**config.mk**
```make
export PLATFORM = sky130hd
export DESIGN_NAME = gf2_matvec_seq
export DESIGN_NICKNAME = d
export VERILOG_FILES = /design/src/rtl/gf2_matvec_pkg.sv /design/src/rtl/gf2_row_dot.sv /design/src/rtl/gf2_matvec_seq.sv
export SDC_FILE = /design/constraint.sdc
export NUM_CORES = 1
export LEC_CHECK = 0
export BUFFER_PORTS_ARGS = -buffer_cell sky130_fd_sc_hd__buf_2
export CAP_MARGIN = 20
export CELL_PAD_IN_SITES_DETAIL_PLACEMENT = 1
export CELL_PAD_IN_SITES_GLOBAL_PLACEMENT = 2
export CORE_MARGIN = 2
export CORE_UTILIZATION = 41
export CTS_BUF_LIST = sky130_fd_sc_hd__clkbuf_8
export CTS_CLUSTER_SIZE = 40
export DETAILED_ROUTE_END_ITERATION = 8
export PLACE_DENSITY_LB_ADDON = 0.1
export REMOVE_ABC_BUFFERS = 1
export SLEW_MARGIN = 5
export SYNTH_ARGS = -nofsm -noshare
export SYNTH_HDL_FRONTEND = slang
export SYNTH_HIERARCHICAL = 1
export SYNTH_SLANG_ARGS = --single-unit
```
**constraint.sdc**
```tcl
create_clock -name clk -period 5.2 [get_ports clk]
set_input_delay 0.52 -clock clk [delete_from_list [all_inputs] [get_ports clk]]
set_output_delay 0.52 -clock clk [all_outputs]
set_load 0.01 [all_outputs]
```
**src/rtl/gf2_matvec_pkg.sv**
```systemverilog
// Shared definitions for the sequential GF(2) matrix-vector multiplier.
// Latency: n/a (types, constants and a combinational helper only).
// Backpressure: n/a.
// Contents: FSM state encoding and row_slice(), which extracts row i of a
// row-major flattened n x n bit matrix.
package gf2_matvec_pkg;

  typedef enum logic [1:0] {
    IDLE    = 2'd0,
    COMPUTE = 2'd1,
    DONE    = 2'd2
  } state_t;

  // Largest matrix dimension row_slice() can handle.
  localparam int MAX_N  = 16;
  localparam int MAX_MW = MAX_N * MAX_N;

  // Row i of an n x n matrix stored as M[i][j] = m[i*n+j]; bits >= n read 0.
  function automatic logic [MAX_N-1:0] row_slice(input logic [MAX_MW-1:0] m,
                                                 input int n, input int i);
    logic [MAX_N-1:0] r;
    r = '0;
    for (int j = 0; j < MAX_N; j++) begin
      if (j < n) r[j] = m[i*n + j];
    end
    return r;
  endfunction

endpackage

```
**src/rtl/gf2_row_dot.sv**
```systemverilog
// GF(2) dot product of one matrix row with a vector: AND then XOR-reduce.
// Latency: purely combinational, zero cycles.
// Backpressure: none; output follows inputs.
// Ports: row[N-1:0], vec[N-1:0] in; dot = ^(row & vec) out.
module gf2_row_dot #(
  parameter int N = 3
) (
  input  logic [N-1:0] row,
  input  logic [N-1:0] vec,
  output logic         dot
);

  assign dot = ^(row & vec);

endmodule

```
**src/rtl/gf2_matvec_seq.sv**
```systemverilog
// Sequential GF(2) matrix-vector multiply u = M*v, one output bit per clock.
// Latency: out_valid rises N clocks after the accepting edge (N*iter with iteration).
// Backpressure: in_ready low while computing or holding a result; result held until out_ready.
// Ports: clk, rst_n (async, active low); in_valid/in_ready with M_flat (row-major,
// M[i][j] = M_flat[i*N+j]) and v_in; out_valid/out_ready with u_out; busy in COMPUTE.
// Optional macro GF2_MATVEC_ITER_EN adds 8-bit input iter and computes u = M^iter * v.
module gf2_matvec_seq
  import gf2_matvec_pkg::*;
#(
  parameter int N     = 3,                         // 2 <= N <= MAX_N
  parameter int CNT_W = (N > 2) ? $clog2(N) : 1
) (
  input  logic           clk,
  input  logic           rst_n,
  input  logic           in_valid,
  output logic           in_ready,
  input  logic [N*N-1:0] M_flat,
  input  logic [N-1:0]   v_in,
  output logic           out_valid,
  input  logic           out_ready,
  output logic [N-1:0]   u_out,
  output logic           busy
`ifdef GF2_MATVEC_ITER_EN
  ,
  input  logic [7:0]     iter
`endif
);

  localparam logic [CNT_W-1:0] ROW_LAST = CNT_W'(N - 1);

  state_t           state;
  logic [N*N-1:0]   m_reg;
  logic [N-1:0]     v_reg;
  logic [N-1:0]     u_reg;
  logic [CNT_W-1:0] row;
  logic [N-1:0]     row_vec;
  logic             dot;
  logic [N-1:0]     u_next;
  logic             skip_pass;   // iter==0: result is the vector itself
  logic             last_pass;   // the pass now running is the final one

`ifdef GF2_MATVEC_ITER_EN
  logic [7:0]       pass_left;
  assign skip_pass = (pass_left == 8'd0);
  assign last_pass = (pass_left == 8'd1);
`else
  assign skip_pass = 1'b0;
  assign last_pass = 1'b1;
`endif

  assign row_vec = N'(row_slice(MAX_MW'(m_reg), N, int'(row)));

  gf2_row_dot #(.N(N)) u_dot (
    .row (row_vec),
    .vec (v_reg),
    .dot (dot)
  );

  // Current u with the bit for this row replaced; also the next-pass vector.
  always_comb begin
    u_next      = u_reg;
    u_next[row] = dot;
  end

  assign u_out = u_reg;

  always_ff @(posedge clk or negedge rst_n) begin
    if (!rst_n) begin
      state     <= IDLE;
      m_reg     <= '0;
      v_reg     <= '0;
      u_reg     <= '0;
      row       <= '0;
      in_ready  <= 1'b1;
      out_valid <= 1'b0;
      busy      <= 1'b0;
`ifdef GF2_MATVEC_ITER_EN
      pass_left <= 8'd0;
`endif
    end else begin
      case (state)
        IDLE: begin
          if (in_valid) begin
            m_reg    <= M_flat;
            v_reg    <= v_in;
            u_reg    <= '0;
            row      <= '0;
            in_ready <= 1'b0;
            busy     <= 1'b1;
            state    <= COMPUTE;
`ifdef GF2_MATVEC_ITER_EN
            pass_left <= iter;
`endif
          end
        end
        COMPUTE: begin
          if (skip_pass) begin
            u_reg     <= v_reg;
            busy      <= 1'b0;
            out_valid <= 1'b1;
            state     <= DONE;
          end else begin
            u_reg <= u_next;
            if (row == ROW_LAST) begin
              row <= '0;
              if (last_pass) begin
                busy      <= 1'b0;
                out_valid <= 1'b1;
                state     <= DONE;
              end else begin
                // Feed this pass's result back as the vector for the next one.
                v_reg <= u_next;
`ifdef GF2_MATVEC_ITER_EN
                pass_left <= pass_left - 8'd1;
`endif
              end
            end else begin
              row <= row + CNT_W'(1);
            end
          end
        end
        DONE: begin
          if (out_ready) begin
            out_valid <= 1'b0;
            in_ready  <= 1'b1;
            state     <= IDLE;
          end
        end
        default: begin
          state     <= IDLE;
          in_ready  <= 1'b1;
          out_valid <= 1'b0;
          busy      <= 1'b0;
        end
      endcase
    end
  end

endmodule

```
==> Yosys cells after proc, flatten, opt, wreduce, memory -nomap -nowiden <==
Cells that the tools add are included.
{ "totals": {"inputBits": 16, "register_bits": 22, "out_inout_bits": 6, "word_cells": 67} }
{ "op_classes": {"n_reduce_logical": 10, "n_mux": 30, "n_mul": 1, "n_eq_ne": 6, "bitwise_logic": 4, "addsub": 3, "order_cmp": 5} }
{ "ops": {"columns": ["op", "n"], "rows": [
  ["32-bit by 10-bit less-than comparator with 1-bit output (second input constant)", 2],
  ["32-bit by 2-bit adder with 32-bit output (second input constant)", 1],
  ["1-bit binary-select mux with 8-bit select", 3],
  ["1-bit 2-to-1 mux", 13],
  ["3-bit AND reduction", 4],
  ["2-bit 2-to-1 mux", 5],
  ["5-bit by 9-bit less-than comparator with 1-bit output (second input constant)", 1],
  ["1-bit one-hot mux with 3 select lines", 3],
  ["2-bit inequality test (second input constant)", 3],
  ["2-bit one-hot mux with 3 select lines", 1],
  ["3-bit one-hot mux with 2 select lines", 1],
  ["4-bit by 2-bit adder with 5-bit output (second input constant)", 1],
  ["2-bit equality test (second input constant)", 2],
  ["2-bit by 2-bit multiplier with 4-bit output (second input constant)", 1],
  ["2-bit one-hot mux with 2 select lines", 1],
  ["2-bit AND reduction", 2],
  ["3-bit AND", 1],
  ["3-bit bitwise mux", 1],
  ["2-bit by 3-bit less-than comparator with 1-bit output (second input constant)", 1],
  ["3-bit 2-to-1 mux", 1],
  ["1-bit NOT", 3],
  ["3-bit XOR reduction", 1],
  ["2-bit by 1-bit adder with 2-bit output (second input constant)", 1],
  ["1-bit demux with 2-bit select", 1],
  ["other kinds (5)", 5]
]} }

==> Longest topological paths before layout <==
Gate-level depths: netlist of the first run.
{ "logic_depth": {"depth_word": 9, "mapped_depth": 12, "mapped_depth_nobuf": 10} }

==> Cells and area by module <==
Netlist of the first run, hierarchy kept.
{ "by_module_without_submodules": {"columns": ["mod", "n_inst", "cells_each", "area_per_inst_um2"], "rows": [
  ["gf2_matvec_seq", 1, 93, 1203.7],
  ["gf2_row_dot", 1, 4, 33.8]
]} }

==> Worst setup path after synthesis of the first run <==
No wires, ideal clock.
{ "synth_timing": {"path_kind": "register to register", "start": "reg row[0]", "end": "reg u_reg[0] (netlist: u_out[0])", "slack_ps": 2418, "synth_period_minus_slack_ps": 2782, "arrival_time_ps": 2661, "path_stages_with_launch": 13, "path_buffers": 2, "setup_time_ps": 121, "path_cell_list": "dfrtp_1 > buf_6 > inv_1 > ha_1 > clkbuf_1 > mux4_1 > a211oi_1 > a21oi_1 > nand2_1 > xnor3_1 > nor2b_1 > mux2_2 > a22o_1"} }
{ "synth_via": {"word_cells_on_any_way": 21} }
{ "synth_rtl": {"columns": ["element", "line_no", "text"], "rows": [
  ["start: declaration", "gf2_matvec_seq.sv:35", "logic [CNT_W-1:0] row;"],
  ["start signal: assignment", "gf2_matvec_seq.sv:118", "row <= row + CNT_W'(1);"],
  ["2-bit by 2-bit multiplier with 4-bit output", "gf2_matvec_pkg.sv:24", "if (j < n) r[j] = m[i*n + j];"],
  ["1-bit binary-select mux with 8-bit select", "gf2_matvec_pkg.sv:24", null],
  ["1-bit 2-to-1 mux (implied by the code) (2 in series)", "gf2_matvec_pkg.sv:24", null],
  ["net row_vec[0]", "gf2_matvec_seq.sv:36", "logic [N-1:0] row_vec;"],
  ["3-bit AND", "gf2_row_dot.sv:13", "assign dot = ^(row & vec);"],
  ["3-bit XOR reduction", "gf2_row_dot.sv:13", null],
  ["net dot", "gf2_matvec_seq.sv:37", "logic dot;"],
  ["3-bit bitwise mux", "gf2_matvec_seq.sv:62", "u_next[row] = dot;"],
  ["3-bit one-hot mux with 2 select lines", "gf2_matvec_seq.sv:81", "case (state)"],
  ["end signal: assignment", "gf2_matvec_seq.sv:98", "u_reg <= v_reg;"],
  ["end signal: assignment", "gf2_matvec_seq.sv:103", "u_reg <= u_next;"],
  ["end: declaration", "gf2_matvec_seq.sv:34", "logic [N-1:0] u_reg;"]
]} }
The timed path passes the listed nets, and every way through them passes these cells. The select of a mux whose other input is x is not followed.
A chain may end at the register's enable or synchronous reset.

==> Final worst setup path of the first run <==
Ends and elaborated chain as after synthesis.

==> summary.md, run 1 <==
| Metric | Value |
|---|---|
| RSZ-0062 raised after global routing | `false` |
| Yosys cell types | `26` |
| CTS tree | `yes` |
| Post-DP HPWL | `1760 um` |
| Max reg flops | `9` |
| Count of hold-fix buffers inserted at cts | `0` |
| I/O Pins | `22` |
| Area Growth Syn to Fin | `14.2%` |
| Final period util | `57.8%` |
| Setup WS pre-CTS | `2.19 ns` |
| YS warnings | `6` |
| GPL Wtd Cong | `0.745` |
| # rows | `19` |
| Sequential share of the synthesized area | `44.6%` |
| Power Total | `0.939 mW` |
| Post-route DRC | `0` |
| Starting Density | `44.1%` |
| Netlist Area Pre-Place | `0.00124 mm^2` |
| Area of the multi-input gates | `651 um^2` |
| Yosys top cell area share | `42.5%` |
| Final Critical Period | `3.00 ns` |
| Hold Fails Final Rpt | `0` |
| Diode count | `0` |
| I/O Buffers | `21` |
| Final slew viol count | `0` |
| Crit Path Max Fanout | `12` |
| Worst R2R Path Depth | `10` |
| Worst Setup SP | `row[0]` |
| FMAX | `333 MHz` |
| Vias/cell | `5.52` |
| Core Area | `0.00281 mm^2` |
| Worst Tran Pin Value | `0.980 ns` |
| Setup CP Type | `flip-flop to flip-flop` |
| Setup bufs post-CTS | `0` |
| CP arrival | `3.17 ns` |
| CTS sink cnt | `22` |
| Post-DP Area | `0.00136 mm^2` |
| Total Routing Usage GR | `16.5%` |
| Total power per unit cell area | `665 mW/mm^2` |
| Htree depth | `1` |
| Crit end category | `flip-flop` |
| Worst hold path class | `primary input to asynchronous set/reset pin` |
| Seq cells post-synth | `22` |
| Final setup viols | `0` |
| Fillers | `306` |
| FF/Latch Area | `552 um^2` |
| Fin nets | `141` |
| Die X | `58.9 um` |
| Initial antenna violation count | `0` |
| Inst Count DP | `145` |
| WL final | `2420 um` |
| Largest net degree at the start of global routing | `23` |
| Total die area | `0.00347 mm^2` |
| Wire per inst | `16.2 um` |
| Cells after Synth | `97` |
| Worst Path Required | `5.36 ns` |
| CTS Buffer Depth | `2` |
| Util after Layout | `50.4%` |
| P_leak | `0.658 nW` |
| Vert. Die Dim | `58.9 um` |
| VDD IR-drop max | `272 uV` |
| Root Buffer Master | `clkbuf_8` |
| Setup ws final | `2.20 ns` |
| Non-filler cells, final | `149` |
| Max-Cap Viols | `0` |
| Setup TNS | `0 ns` |
| Worst R2R Setup Slack | `2.20 ns` |
| Post-synthesis area per instance | `12.8 um^2` |
| Fin area | `0.00141 mm^2` |
| Most frequent cells in the layout | `dfrtp_1 (21), buf_2 (21), mux2_2 (16)` |
| Worst-skew pair later-pin latency | `0.26 ns` |
| Vias after detailed routing | `822` |
| First-pass GRT wire length | `4280 um` |
| Worst Setup EP | `u_out[0]` |
| Layout cell share with drive strength beyond 1 | `37.3%` |
| ANT nets after route | `0` |
| Synth area leader | `dfrtp_1` |
| Slew HR | `34.5%` |
| Top cells by area, synth | `dfrtp_1 (42%), mux2_2 (15%), mux4_1 (11%)` |
| Min Hold Slack | `0.216 ns` |
| Startpoint class of the critical path | `flip-flop` |
| # resized after CTS | `0` |
| Drt initial violations | `15` |
| RR Startpoint | `row[0]` |
| Num CTS Buffers | `3` |
| Worst-path clk slew | `0.08 ns` |
| Grt total ovfl | `0` |
| Reg-to-reg critical path endpoint | `u_out[0]` |
| TritonRoute pass-1 iters | `3` |
| Skew final | `0.00418 ns` |
| Status | `complete, no violations` |
| Vias in the first global route | `944` |
==> synthesized netlist by cell type, drive strengths merged <==
library cell and count:
a211oi 1, a21oi 5, a22o 5, and2 1, and4bb 1, buf 2
clkbuf 2, dfrtp 21, dfstp 1, ha 6, inv 3, mux2 16
mux4 5, nand2 8, nand2b 1, nand4bb 1, nor2 6, nor2b 4
o21ai 3, o21bai 1, o22a 1, o32a 1, xnor3 1, xor2 1
==> cells by family (layout without fill, tap and decap cells) <==
group	Yosys count	after routing	share of synthesized area, %
DFF	22	22	44.6
buffers and inverters	7	28	2.83
AOI/OAI and AO/OA	17	17	9.61
adders and majority gates	6	6	6.07
muxes	21	21	25.2
and+or+nand+nor	22	22	9.20
xor gates and xnor gates	2	2	2.53
==> power by group <==
group / leakage (nW) / switching, mW / total (mW) / internal [mW]
combinational: 0.367 / 0.190 / 0.474 / 0.284
sequential: 0.263 / 0.0843 / 0.341 / 0.256
clock: 0.0288 / 0.0570 / 0.125 / 0.0675
total: 0.658 / 0.331 / 0.939 / 0.608
==> routing by layer <==
metal	part of all wire, %	wire (um)	track usage (%)	vias to the layer above
li1	-	-	-	397
met2	49	1180	28.1	17
met4	1.9	46	6.82	0
met3	3.4	83	2.86	5
met5	0	0	0	-
met1	46	1110	20.7	403
==> critical path, cell delays in order, from the launching register on <==
cell	delay, ns
dfrtp_1	0.54
inv_1	0.17
ha_1	0.42
mux4_1	0.36
a211oi_1	0.25
a21oi_1	0.07
nand2_1	0.07
xnor3_1	0.36
nor2b_1	0.16
mux2_2	0.28
a22o_1	0.22
==> how the worst min path moves through the flow <==
| stage | from | slack, ns | to |
|---|---|---|---|
| after floorplan | rst_n | 0.22 | busy |
| after global placement | out_valid | 0.49 | out_valid |
| after detailed placement | v_reg[1] | 0.51 | v_reg[1] |
| after CTS | rst_n | 0.22 | m_reg[5] |
| after global routing | rst_n | 0.24 | m_reg[0] |
| final | rst_n | 0.22 | m_reg[0] |
==> final cells by class <==
type	instances	area share [%]
inverter	3	0.797
timing repair buffer	21	7.44
clock buffer	4	3.90
tap	31	2.75
sequential	22	39.1
multi-input combinational	68	46.1
No activity file was read; power rests on OpenSTA's default activity.
==> run 2, diff against run 1 <==
CORE_UTILIZATION = 35   (was 41)
clock period = 2.54 ns   (was 5.2 ns; I/O delays follow)
==> summary.md, run 2 (synthesis gave the netlist of run 1 again) <==
| Metric | Value |
|---|---|
| Max reg flops | `9` |
| Crit-path most repeated cell | `mux2_4` |
| Layout cell share with drive strength beyond 1 | `52.3%` |
| Crit Path Max Fanout | `6` |
| Vias/cell | `4.97` |
| Most frequent cells in the layout | `buf_2 (21), dfrtp_1 (20), mux2_2 (14)` |
| Violated checks | `negative setup slack` |
| Largest net degree at the start of global routing | `23` |
| Drt initial violations | `24` |
| CTS tree | `yes` |
| ANT nets after route | `0` |
| Max stage delay on crit path | `0.50 ns` |
| Area Growth Syn to Fin | `28.0%` |
| Initial antenna violation count | `0` |
| # rows | `21` |
| Fillers | `397` |
| Startpoint class of the critical path | `flip-flop` |
| Slew HR | `66.4%` |
| Psw | `0.761 mW` |
| GPL Wtd Cong | `0.756` |
| Status | `finished with violations` |
| Core Area | `0.00336 mm^2` |
| Final slew viol count | `0` |
| Power Total | `2.22 mW` |
| Sw Ratio | `34.3%` |
| Final period util | `101%` |
| Post-DP HPWL | `1920 um` |
| FMAX | `391 MHz` |
| Total power per unit cell area | `1400 mW/mm^2` |
| VDD IR-drop max | `576 uV` |
| Min Hold Slack | `0.214 ns` |
| Worst R2R Setup Slack | `-0.02 ns` |
| Max-Cap Viols | `0` |
| P_leak | `0.728 nW` |
| Worst-path clk slew | `0.08 ns` |
| CTS Buffer Depth | `2` |
| I/O Pins | `22` |
| Starting Density | `36.8%` |
| Die X | `63.5 um` |
| Clock share of power | `11.5%` |
| Crit path cell chain | `buf_6 -> mux4_2 -> mux2_4 -> o32a_1 -> nand2_1 -> xnor3_1 -> nor2b_4 -> mux2_4 -> a22o_1` |
| Worst Path Required | `2.70 ns` |
| Post-route DRC | `0` |
| Crit path buffers/inverters | `1` |
| CP arrival | `2.72 ns` |
| Vias in the first global route | `948` |
| Num CTS Buffers | `3` |
| Worst hold path class | `primary input to flip-flop` |
| Diode count | `0` |
| Wire per inst | `15.2 um` |
| Util after Layout | `47.1%` |
| CTS sink cnt | `22` |
| Fin nets | `155` |
| TritonRoute pass-1 iters | `3` |
| Flop pwr share | `31.2%` |
| RSZ-0062 raised after global routing | `true` |
| Vias after detailed routing | `885` |
| WL final | `2700 um` |
| Setup WS pre-CTS | `-0.147 ns` |
| Crit end category | `flip-flop` |
| Htree depth | `1` |
| First-pass GRT wire length | `4710 um` |
| Hold Fails Final Rpt | `0` |
| Skew final | `0.00330 ns` |
| Grt total ovfl | `0` |
| Critical path's top delay family | `multiplexers` |
| Worst Tran Pin Value | `0.504 ns` |
| Worst-skew pair later-pin latency | `0.27 ns` |
| Leading cell type in the layout, fill and taps excluded | `buf_2` |
| Setup CP Type | `flip-flop to flip-flop` |
| Total Routing Usage GR | `15.5%` |
| Root Buffer Master | `clkbuf_8` |
| Vert. Die Dim | `63.5 um` |
| Total die area | `0.00403 mm^2` |
| Final setup viols | `1` |
| Setup ws final | `-0.0192 ns` |
| I/O Buffers | `21` |
| Slowest cell on the critical path | `mux4_2` |
| Gate power share | `57.3%` |
| Final Critical Period | `2.56 ns` |
| Non-filler cells, final | `178` |
| Inst Count DP | `171` |
| Internal power consumption | `1.46 mW` |
## run 2: power by group through the flow
stage                     clock, mW  combinational (mW)  sequential, mW
after global placement            0                1.07           0.680
after floorplan                   0               0.761           0.670
final                         0.254                1.27           0.691
after CTS                     0.267                1.28           0.689
after detailed placement          0                1.11           0.686
after global routing          0.284                1.40           0.721
## run 2: area by class of cell
class                      instances  area, um^2  share of cell area (%)
clock buffer                       4        55.1                    3.48
inverter                           3        11.3                   0.711
multi-input combinational         68         687                    43.4
sequential                        22         553                    34.9
tap                               46        57.6                    3.63
timing repair buffer              35         220                    13.9
## run 2: timing repair
item / CTS / global route
resized for setup: 15 / 4
endpoints found under the hold margin: 21 / 0
setup buffers: 2 / 0
hold buffers: 1 / 0
setup endpoints to repair: 3 / 3
pin swaps: 0 / 1
## run 2: worst register-to-register path, cell delays in order (launching register included)
cell     delay (ns)
dfrtp_2        0.42
buf_6          0.15
mux4_2         0.50
mux2_4         0.28
o32a_1         0.15
nand2_1        0.09
xnor3_1        0.22
nor2b_4        0.14
mux2_4         0.26
a22o_1         0.23
## run 2: worst paths after layout
path	from	to	cells after the start
min in group asynchronous	rst_n	m_reg[5]	2
hold reg to reg	out_valid	out_valid	2
setup reg to reg	row[0]	u_out[0]	9
max in group asynchronous	rst_n	row[0]	2
hold / removal	v_in[2]	v_reg[2]	2
setup / recovery	row[0]	u_out[0]	9
## run 2: per-stage QoR
step / TNS [ns] / area, um^2
after global routing: -0.247 / 1580
after detailed placement: -0.322 / 1460
after CTS: -0.0483 / 1580
after global placement: -0.0535 / 1460
after floorplan: -0.292 / 1210
final: -0.0192 / 1580
## run 2: layer usage
layer | GRT usage (%) | share of wire [%]
met2 | 23.9 | 47
met5 | 0 | 0
met1 | 20.8 | 48
met3 | 3.21 | 2.6
met4 | 7.34 | 1.9
